==> config.mk <==
export PLATFORM = sky130hd
export DESIGN_NAME = button_conditioner_flat
export DESIGN_NICKNAME = d
export VERILOG_FILES = /design/src/rtl/button_conditioner_pkg.sv /design/src/rtl/button_conditioner_if.sv /design/src/rtl/button_conditioner_sync_2ff.sv /design/src/rtl/button_conditioner.sv /design/src/flat_wrapper.sv
export SDC_FILE = /design/constraint.sdc
export NUM_CORES = 1
export LEC_CHECK = 0
export ABC_AREA = 1
export ABC_CLOCK_PERIOD_IN_PS = 1600
export BUFFER_PORTS_ARGS = -buffer_cell sky130_fd_sc_hd__buf_2
export CAP_MARGIN = 20
export CORE_ASPECT_RATIO = 1.2
export CORE_UTILIZATION = 55
export DETAILED_ROUTE_END_ITERATION = 10
export PLACE_DENSITY = 0.72
export SKIP_CTS_REPAIR_TIMING = 1
export SYNTH_ARGS = -nofsm -noshare
export SYNTH_HDL_FRONTEND = slang
export SYNTH_HIERARCHICAL = 1
export SYNTH_SLANG_ARGS = --single-unit
export TNS_END_PERCENT = 10
==> constraint.sdc <==
create_clock -name clock -period 1.6 [get_ports clock]
set_input_delay 0.16 -clock clock [delete_from_list [all_inputs] [get_ports clock]]
set_output_delay 0.16 -clock clock [all_outputs]
set_load 0.05 [all_outputs]
==> src/rtl/button_conditioner_pkg.sv <==
`default_nettype none
// ============================================================================
// Module   : button_pkg
// Purpose  : Shared types and 50 MHz default timing for the push-button
//            conditioner (debounce FSM states, auto-repeat phases).
// Revision : 1.0 - initial release
// ============================================================================
package button_pkg;

  // Debounce FSM: two stable states, each with a qualifying check state
  typedef enum logic [1:0] {
    ST_RELEASED      = 2'd0,
    ST_PRESS_CHECK   = 2'd1,
    ST_PRESSED       = 2'd2,
    ST_RELEASE_CHECK = 2'd3
  } btn_state_e;

  // Auto-repeat: initial long delay, then a shorter periodic cadence
  typedef enum logic {
    PH_DELAY  = 1'b0,
    PH_PERIOD = 1'b1
  } rpt_phase_e;

  // Defaults for a 50 MHz clock
  localparam int unsigned C_DEBOUNCE_CYCLES_50M      = 1000000;  // 20 ms
  localparam int unsigned C_REPEAT_DELAY_CYCLES_50M  = 25000000; // 0.5 s
  localparam int unsigned C_REPEAT_PERIOD_CYCLES_50M = 5000000;  // 0.1 s
  localparam int unsigned C_CNT_WIDTH_50M            = 25;

endpackage : button_pkg
`default_nettype wire

==> src/rtl/button_conditioner_if.sv <==
`default_nettype none
// ============================================================================
// Module   : button_conditioner_if
// Purpose  : Raw key input plus the conditioned level and strobes of one key.
//            master = whoever drives the key and consumes the strobes,
//            slave  = the conditioner itself.
// Revision : 1.0 - initial release
// ============================================================================
interface button_conditioner_if;

  logic key_n;          // raw button, active-low, asynchronous
  logic pressed;        // debounced level
  logic press_pulse;    // one-cycle strobe on accepted press
  logic release_pulse;  // one-cycle strobe on accepted release
  logic repeat_pulse;   // one-cycle auto-repeat strobe
  logic step;           // press_pulse | repeat_pulse

  modport master (
    output key_n,
    input  pressed, press_pulse, release_pulse, repeat_pulse, step
  );

  modport slave (
    input  key_n,
    output pressed, press_pulse, release_pulse, repeat_pulse, step
  );

endinterface : button_conditioner_if
`default_nettype wire

==> src/rtl/button_conditioner_sync_2ff.sv <==
`default_nettype none
// ============================================================================
// Module   : sync_2ff
// Purpose  : Two-flop synchroniser for a single asynchronous input bit, with
//            a configurable reset value.
// Revision : 1.0 - initial release
// ============================================================================
module sync_2ff #(
  parameter logic RESET_VALUE = 1'b1
) (
  input  wire logic clock,
  input  wire logic reset_n,
  input  wire logic d,
  output logic      q
);

  logic sync_q1_q, sync_q1_d;
  logic sync_q2_q, sync_q2_d;

  // Next values: plain shift through the two stages
  always_comb begin
    sync_q1_d = d;
    sync_q2_d = sync_q1_q;
  end

  // Synchroniser stages, reset to the idle level of the input
  always_ff @(posedge clock or negedge reset_n) begin
    if (!reset_n) begin
      sync_q1_q <= RESET_VALUE;
      sync_q2_q <= RESET_VALUE;
    end else begin
      sync_q1_q <= sync_q1_d;
      sync_q2_q <= sync_q2_d;
    end
  end

  assign q = sync_q2_q;

endmodule : sync_2ff
`default_nettype wire

==> src/rtl/button_conditioner.sv <==
`default_nettype none
// ============================================================================
// Module   : button_conditioner
// Purpose  : Synchronise, debounce and strobe-encode one active-low push
//            button: clean level, press/release strobes and auto-repeat.
// Revision : 1.0 - initial release
// ============================================================================
module button_conditioner
  import button_pkg::*;
#(
  parameter int unsigned DEBOUNCE_CYCLES      = C_DEBOUNCE_CYCLES_50M,
  parameter int unsigned REPEAT_ENABLE        = 1,
  parameter int unsigned REPEAT_DELAY_CYCLES  = C_REPEAT_DELAY_CYCLES_50M,
  parameter int unsigned REPEAT_PERIOD_CYCLES = C_REPEAT_PERIOD_CYCLES_50M,
  parameter int unsigned CNT_WIDTH            = C_CNT_WIDTH_50M
) (
  input  wire logic           clock,
  input  wire logic           reset_n,
  button_conditioner_if.slave btn
);

  // Terminal counts; every counter reloads or exits here, so none can wrap
  localparam logic [CNT_WIDTH-1:0] c_deb_last    = CNT_WIDTH'(DEBOUNCE_CYCLES - 1);
  localparam logic [CNT_WIDTH-1:0] c_delay_last  = CNT_WIDTH'(REPEAT_DELAY_CYCLES - 1);
  localparam logic [CNT_WIDTH-1:0] c_period_last = CNT_WIDTH'(REPEAT_PERIOD_CYCLES - 1);
  localparam logic [CNT_WIDTH-1:0] c_one         = CNT_WIDTH'(1);

  logic       sync_key_n;
  logic       raw_pressed;

  btn_state_e           state_q, state_d;
  rpt_phase_e           phase_q, phase_d;
  logic [CNT_WIDTH-1:0] cnt_q, cnt_d;
  logic [CNT_WIDTH-1:0] rpt_cnt_q, rpt_cnt_d;
  logic                 pressed_q, pressed_d;
  logic                 press_pulse_q, press_pulse_d;
  logic                 release_pulse_q, release_pulse_d;
  logic                 repeat_pulse_q, repeat_pulse_d;
  logic                 step_q, step_d;

  // The key is only ever sampled through this synchroniser (idles released)
  sync_2ff #(
    .RESET_VALUE (1'b1)
  ) u_sync (
    .clock   (clock),
    .reset_n (reset_n),
    .d       (btn.key_n),
    .q       (sync_key_n)
  );

  assign raw_pressed = !sync_key_n;

  // Debounce FSM next-state, counters and strobe generation
  always_comb begin
    state_d         = state_q;
    phase_d         = phase_q;
    cnt_d           = cnt_q;
    rpt_cnt_d       = rpt_cnt_q;
    pressed_d       = pressed_q;
    press_pulse_d   = 1'b0;
    release_pulse_d = 1'b0;
    repeat_pulse_d  = 1'b0;

    case (state_q)
      ST_RELEASED: begin
        if (raw_pressed) begin
          state_d = ST_PRESS_CHECK;
          cnt_d   = '0;
        end
      end

      ST_PRESS_CHECK: begin
        if (!raw_pressed) begin
          state_d = ST_RELEASED;          // bounce, no strobe
        end else if (cnt_q == c_deb_last) begin
          state_d       = ST_PRESSED;
          press_pulse_d = 1'b1;
          pressed_d     = 1'b1;
          rpt_cnt_d     = '0;
          phase_d       = PH_DELAY;
        end else begin
          cnt_d = cnt_q + c_one;
        end
      end

      ST_PRESSED: begin
        if (!raw_pressed) begin
          state_d = ST_RELEASE_CHECK;
          cnt_d   = '0;
        end else if (REPEAT_ENABLE != 0) begin
          // Repeat timing only advances while stably held
          if (((phase_q == PH_DELAY)  && (rpt_cnt_q == c_delay_last)) ||
              ((phase_q == PH_PERIOD) && (rpt_cnt_q == c_period_last))) begin
            repeat_pulse_d = 1'b1;
            rpt_cnt_d      = '0;
            phase_d        = PH_PERIOD;
          end else begin
            rpt_cnt_d = rpt_cnt_q + c_one;
          end
        end
      end

      ST_RELEASE_CHECK: begin
        if (raw_pressed) begin
          state_d = ST_PRESSED;           // glitch; repeat phase is kept
        end else if (cnt_q == c_deb_last) begin
          state_d         = ST_RELEASED;
          release_pulse_d = 1'b1;
          pressed_d       = 1'b0;
        end else begin
          cnt_d = cnt_q + c_one;
        end
      end

      default: begin
        state_d = ST_RELEASED;
      end
    endcase

    step_d = press_pulse_d | repeat_pulse_d;
  end

  // State, counters and registered outputs
  always_ff @(posedge clock or negedge reset_n) begin
    if (!reset_n) begin
      state_q         <= ST_RELEASED;
      phase_q         <= PH_DELAY;
      cnt_q           <= '0;
      rpt_cnt_q       <= '0;
      pressed_q       <= 1'b0;
      press_pulse_q   <= 1'b0;
      release_pulse_q <= 1'b0;
      repeat_pulse_q  <= 1'b0;
      step_q          <= 1'b0;
    end else begin
      state_q         <= state_d;
      phase_q         <= phase_d;
      cnt_q           <= cnt_d;
      rpt_cnt_q       <= rpt_cnt_d;
      pressed_q       <= pressed_d;
      press_pulse_q   <= press_pulse_d;
      release_pulse_q <= release_pulse_d;
      repeat_pulse_q  <= repeat_pulse_d;
      step_q          <= step_d;
    end
  end

  assign btn.pressed       = pressed_q;
  assign btn.press_pulse   = press_pulse_q;
  assign btn.release_pulse = release_pulse_q;
  assign btn.repeat_pulse  = repeat_pulse_q;
  assign btn.step          = step_q;

endmodule : button_conditioner
`default_nettype wire

==> src/flat_wrapper.sv <==
// flat-port wrapper written by rule: the top's interface ports become plain ports
module button_conditioner_flat import button_pkg::*;
#(
  parameter int unsigned DEBOUNCE_CYCLES      = C_DEBOUNCE_CYCLES_50M,
  parameter int unsigned REPEAT_ENABLE        = 1,
  parameter int unsigned REPEAT_DELAY_CYCLES  = C_REPEAT_DELAY_CYCLES_50M,
  parameter int unsigned REPEAT_PERIOD_CYCLES = C_REPEAT_PERIOD_CYCLES_50M,
  parameter int unsigned CNT_WIDTH            = C_CNT_WIDTH_50M
)
  (clock, reset_n, btn_key_n, btn_pressed, btn_press_pulse, btn_release_pulse, btn_repeat_pulse, btn_step);
  button_conditioner_if btn_i ();
  input  wire logic clock;
  input  wire logic reset_n;
  input wire logic [$bits(btn_i.key_n)-1:0] btn_key_n;
  output wire logic [$bits(btn_i.pressed)-1:0] btn_pressed;
  output wire logic [$bits(btn_i.press_pulse)-1:0] btn_press_pulse;
  output wire logic [$bits(btn_i.release_pulse)-1:0] btn_release_pulse;
  output wire logic [$bits(btn_i.repeat_pulse)-1:0] btn_repeat_pulse;
  output wire logic [$bits(btn_i.step)-1:0] btn_step;
  assign btn_i.key_n = btn_key_n;
  assign btn_pressed = btn_i.pressed;
  assign btn_press_pulse = btn_i.press_pulse;
  assign btn_release_pulse = btn_i.release_pulse;
  assign btn_repeat_pulse = btn_i.repeat_pulse;
  assign btn_step = btn_i.step;
  button_conditioner #(.DEBOUNCE_CYCLES(DEBOUNCE_CYCLES), .REPEAT_ENABLE(REPEAT_ENABLE), .REPEAT_DELAY_CYCLES(REPEAT_DELAY_CYCLES), .REPEAT_PERIOD_CYCLES(REPEAT_PERIOD_CYCLES), .CNT_WIDTH(CNT_WIDTH)) u_core (.clock(clock), .reset_n(reset_n), .btn(btn_i));
endmodule
Word-level counts from Yosys, hierarchy flattened --
Index checks and enable logic that the tools add are counted.
Storage, ports and cells: register bits after elaboration 60, bits of input ports 3, output and inout bits 5, word-level logic and storage cells 77
Operators by class: add/subtract/negate cells 2, eq/ne operators 16, mux-type cells 35, bitwise logic cells 2, reduce and logical (&&, ||, !) cells 11
Operators by type and width (count):
- 25-bit two-way mux | 9
- 25-bit case mux with 4 select lines | 1
- 25-bit by 1-bit adder with 25-bit output, second input constant | 2
- 25-bit case mux with 2 select lines | 1
- 25-bit by 20-bit == test with 1-bit output, second input constant | 1
- 25-bit by 23-bit == test with 1-bit output, second input constant | 1
- 25-bit == test, second input constant | 1
- 1-bit two-way mux | 15
- 2-bit two-way mux | 6
- 4-bit AND reduction | 3
- 2-bit != test, second input constant | 5
- 5-bit AND reduction | 2
- 2-bit case mux with 4 select lines | 1
- 2-bit by 1-bit != test with 1-bit output, second input constant | 3
- 3-bit by 2-bit != test with 1-bit output, second input constant | 2
- 2-bit == test, second input constant | 2
- 1-bit case mux with 2 select lines | 2
- 2-bit nonzero test | 2
- 2-bit by 1-bit == test with 1-bit output, second input constant | 1
- 1-bit logical AND | 2
- 2-bit zero test | 1
- 1-bit logical OR | 1
- 1-bit inverter | 1
- 1-bit bitwise OR | 1

Logic depth before layout (Yosys ltp) --
depth in word-level cells 7, mapped depth 11, gate-level depth less buffers 11

Modules after synthesis --
The synthesis kept the hierarchy.
Modules (own cells, without submodules):
- button_conditioner | instances 1, cells an instance 622, area each 4129.0 um^2, sequential area each 1451.4 um^2
- sync_2ff | instances 1, cells an instance 2, area each 52.6 um^2, sequential area each 52.6 um^2

Worst setup path after synthesis --
No wires, ideal clock.
path kind register to register, start point register u_core.cnt_q[0], end point register u_core.cnt_q[12], setup time 0.122 ns, data arrival time 1.586 ns, required time 1.478 ns, setup slack -0.108 ns, stages on the path, launching flop included 12, buffers on the path 1, period minus slack after synthesis 1.708 ns, path through dfrtp_1 > ha_1 > nand3_2 > clkinv_2 > nand2_4 > nor2_4 > nand3_4 > nand2_4 > inv_2 > buf_2 > nand2_1 > o21ai_1
On the way: longest elaborated chain between the ends 4, elaborated cells between the ends (all ways) 6, classes of those cells 1 x add/sub; 1 x eq/ne; 4 x mux
Ends and longest elaborated chain:
- start, declared | RTL line button_conditioner.sv:33 | logic [CNT_WIDTH-1:0] cnt_q, cnt_d;
- start signal, assigned | RTL line button_conditioner.sv:138 | cnt_q <= cnt_d;
- 25-bit by 1-bit adder with 25-bit output or 25-bit by 20-bit == test with 1-bit output (tied branches)
- 25-bit two-way mux (*) | RTL line button_conditioner.sv:75, button_conditioner.sv:106
- 25-bit two-way mux (on tied branches) | RTL line button_conditioner.sv:104, button_conditioner.sv:73
- 25-bit case mux with 4 select lines (*) | RTL line button_conditioner.sv:64 | case (state_q)
Mark *: on every way between the ends. The rest lies on a longest branch, timed or not. The select of a mux whose other input is x is not followed. A chain may end at the register's enable or synchronous reset.

Worst setup path in the final report --
start point register u_core.cnt_q[1], end point register u_core.rpt_cnt_q[4]
On the way: longest elaborated chain between the ends 3
Ends and longest elaborated chain:
- 25-bit by 20-bit == test with 1-bit output | RTL line button_conditioner.sv:75 | end else if (cnt_q == c_deb_last) begin
- 2-bit by 1-bit != test with 1-bit output (no source line)
- 4-bit AND reduction (no source line)
- end signal, assigned | RTL line button_conditioner.sv:139 | rpt_cnt_q <= rpt_cnt_d;
- end, declared | RTL line button_conditioner.sv:34 | logic [CNT_WIDTH-1:0] rpt_cnt_q, rpt_cnt_d;
No other way between the ends.

==> impl_results.md <==
* Commonest cells in the netlist: 186 x nand2_1, 126 x nor2_1, 79 x nand3_1, 58 x dfrtp_1, 55 x inv_1
* Leak at 2.41 nW
* Via count at between 4,000 and 5,000
* Largest net degree at the start of global routing at 61
* Cell count after synthesis at around 620
* Post-Synth XOR/XNOR Area at 0.0482
* Fmax at approximately 0.61 GHz
* Max-slew violation count at 0
* Root buffer cell: clkbuf_8
* Simple-Gate Fraction of Synth Area at 0.443
* Max-slew headroom at 0.775
* DRT iter0 DRCs at approximately 290
* Failing checks: setup timing
* Post-layout worst setup margin at -0.0261 ns
* FP Rows at 34
* Final Hold Viols at 0
* GPL Wtd Cong at 0.960
* CTS tree: yes
* Synth Area in Compound Gates at 0.0539
* Distinct cells, synth at 33
* Area grow syn2layout at 23.4%
* GR Util met3 at 0.0573
* Core Util, Final at 0.705
* Setup crit start: u_core/cnt_q[1]
* Top-count cell post-synth: nand2_1
* Buffers on Ports at 7
* Gr busiest metal: met2
* Clock share of power at 0.445
* Max-cap violations at 0
* Sequential share of the synthesized area at 0.360
* Ys async rst share at 1.00
* Num CTS Buffers at 9
* Initial Utilization at 0.571
* Dpl cell area at about 4700 µm²
* Full die area at about 8000 µm²
* FF+latch area at 1510 µm²
* Internal reg-to-reg setup slack at -0.03 ns
* Mean number of vias per cell at between 5 and 6
* IO Pins at 8
* Power share of the combinational group at 0.052
* Hpwl dp at about 8300 µm
* Clock sinks at 60
* ANT nets after route at 0
* Final WL at 11,500 µm
* Fin Setup TNS at -0.0590 ns
* Worst Path Required at 1.84 ns
* Buffer levels on the longest clock path at 2
* Number of synthesized flops with an enable pin at 0
* Synth Register Bits at 60
* Die H at approximately 98 µm
* Pwr Density at just under 600 nW/µm²
* Crit path kind: reg -> reg
* Worst setup EP type: register
* Met2 GRT Util at 0.555
* Final period utilization at 1.02
* CP arrival at ~1.9 ns
* Final setup skew at 0.00704 ns
* Layout cell share with drive strength beyond 1 at 0.246
* Status: complete, but fails checks
* DR pass1 iterations at 5
* Synth Area in Adders at 0.00598
* Drc violations at 0
* Synth Flop Type: dfrtp_1
* Synthesized cell area at roughly 4200 µm²
* Finished layout cell area at 5160 µm²
* Core area at 7320 µm²
* FILL cells at 626
* Post-route minimum period at around 1.6 ns
* Seq pwr share at 0.503
* WL/cell at between 10 and 15 µm
* GR Overflow Total at 0
* Crit Path Max Fanout at 8
* RR Endpoint: u_core/rpt_cnt_q[4]
* Final Setup Violations at 5
* Avg Cell Area, Syn at between 6 and 7 µm²
* Cell taking the most area after synthesis: dfrtp_1
* Main combinational cell family by area after synthesis: simple AND/OR/NAND/NOR gates
* Worst-Margin Slew at 0.336 ns
* RSZ-0062 raised after global routing: yes
* CP startpoint kind: register
* Multi-input logic area at between 2000 and 2500 µm²
* Htree depth at 3
* Overall die width at approximately 80 µm
* Total track usage at 0.312
* Sw Ratio at 0.252
* Final nets at between 700 and 800
* Post-synthesis mux area share at 0
* Synthesized net count at roughly 630
* Reg-to-reg startpoint: u_core/cnt_q[1]
* Area contributors post-synth: dfrtp_1 35%, nand2_1 17%, nor2_1 11%, nand3_1 9.5%, inv_1 4.9%
* Vias in the first global route at approximately 4,300
* Worst-Skew Late Latency at 0.35 ns
* Met1 usage in global routing at 0.332
* Sw power at approximately 0.77 mW
* # diodes at 0
* Ys Warns at 6
* Hold crit path type: in -> async
* Clk slew on worst S/H paths at around 0.07 ns
* First-pass GRT wire length at between 15,000 and 20,000 µm
* Internal power at between 2 and 2.5 mW
* Peak VDD IR at 0.493 mV
* Post-synth top area share at 0.347
* R2R cell count at 11
* Antenna violations before repair at 0
-- per-stage QoR --
| stage | std cells | total power, mW | setup slack (ns) | hold slack [ns] |
|---|---|---|---|---|
| 2_1_floorplan | 624 | 1.67 | 0.00345 | -0.136 |
| 3_3_place_gp | 771 | 1.72 | -0.0720 | 0.197 |
| 3_5_place_dp | 771 | 1.72 | -0.102 | 0.198 |
| 4_1_cts | 787 | 3.09 | -0.121 | -0.176 |
| 5_1_grt | 797 | 3.18 | -0.133 | 0.360 |
| 6_report | 797 | 3.07 | -0.0261 | 0.352 |
-- routing by layer --
metal  vias up  routed length (µm)
li1       2110                   -
met1      2022                4280
met2       114                6250
met3        42                 389
met4         0                 556
met5         -                   0
-- logic make-up (layout without fill, tap and decap cells) --
logic type | after synthesis | count (layout)
adders and majority gates | 2 | 2
AOI/OAI and AO/OA | 35 | 35
DFF | 60 | 60
xor gates and xnor gates | 23 | 23
and+or+nand+nor | 429 | 429
buffers and inverters | 75 | 158
-- critical path, cell delays in order, from the launching register on --
cell	delay, ns
dfrtp_1	0.38
ha_4	0.16
nand3_4	0.08
inv_4	0.09
nand2_8	0.06
nor2_4	0.17
nand3_4	0.13
nand2_8	0.12
buf_12	0.13
nand3_1	0.07
nand2_1	0.07
nor2_1	0.04
-- worst max path at each step --
stage / to / slack, ns
finish: u_core/rpt_cnt_q[4] / -0.03
global route: u_core/rpt_cnt_q[16] / -0.13
CTS: u_core/rpt_cnt_q[11] / -0.12
detailed placement: u_core/rpt_cnt_q[11] / -0.10
global placement: u_core/rpt_cnt_q[6] / -0.07
floorplan: u_core/rpt_cnt_q[14] / 0.003
-- power by group through the flow --
stage | Clock (mW) | Sequential, mW | Combinational, mW
after floorplan | 0 | 1.58 | 0.0888
after global placement | 0 | 1.57 | 0.147
after detailed placement | 0 | 1.57 | 0.148
after CTS | 1.40 | 1.55 | 0.149
after global routing | 1.46 | 1.55 | 0.180
final | 1.37 | 1.55 | 0.159
-- state kept, by name, summed over array words and instances, names as in the netlist, named ones only --
register                  flops
u_core/btn.release_pulse      1
u_core/state_q                1
u_core/u_sync/sync_q1_q       1
u_core/btn.pressed            1
u_core/btn.press_pulse        1
u_core/btn.repeat_pulse       1
u_core/cnt_q                 25
u_core/btn.step               1
u_core/u_sync/q               1
u_core/phase_q                1
u_core/rpt_cnt_q             25
-- cells in the final DEF, fill, tap and decap left out, types with 5 or more instances in the layout --
master and n:
buf_2 7, a21oi_1 6, nand2_1 178, o21ai_2 11, inv_2 6, o21ai_1 12, dfrtp_1 57, nand2_2 24
nor2_4 6, clkbuf_8 9, inv_1 51, nand3_1 75, buf_4 68, xnor2_1 5, xor2_1 18, nor2_2 10
nor2_1 115
-- final cells by class --
| type | instances | area share |
|---|---|---|
| multi-input cells | 489 | 0.472 |
| flip-flops and latches | 60 | 0.292 |
| repair buffers | 83 | 0.133 |
| inverters | 59 | 0.0444 |
| clock buffers | 9 | 0.0240 |
| well taps | 90 | 0.0218 |
| clock inverters | 7 | 0.0131 |
Note: power is estimated with default switching activity, not from simulation.
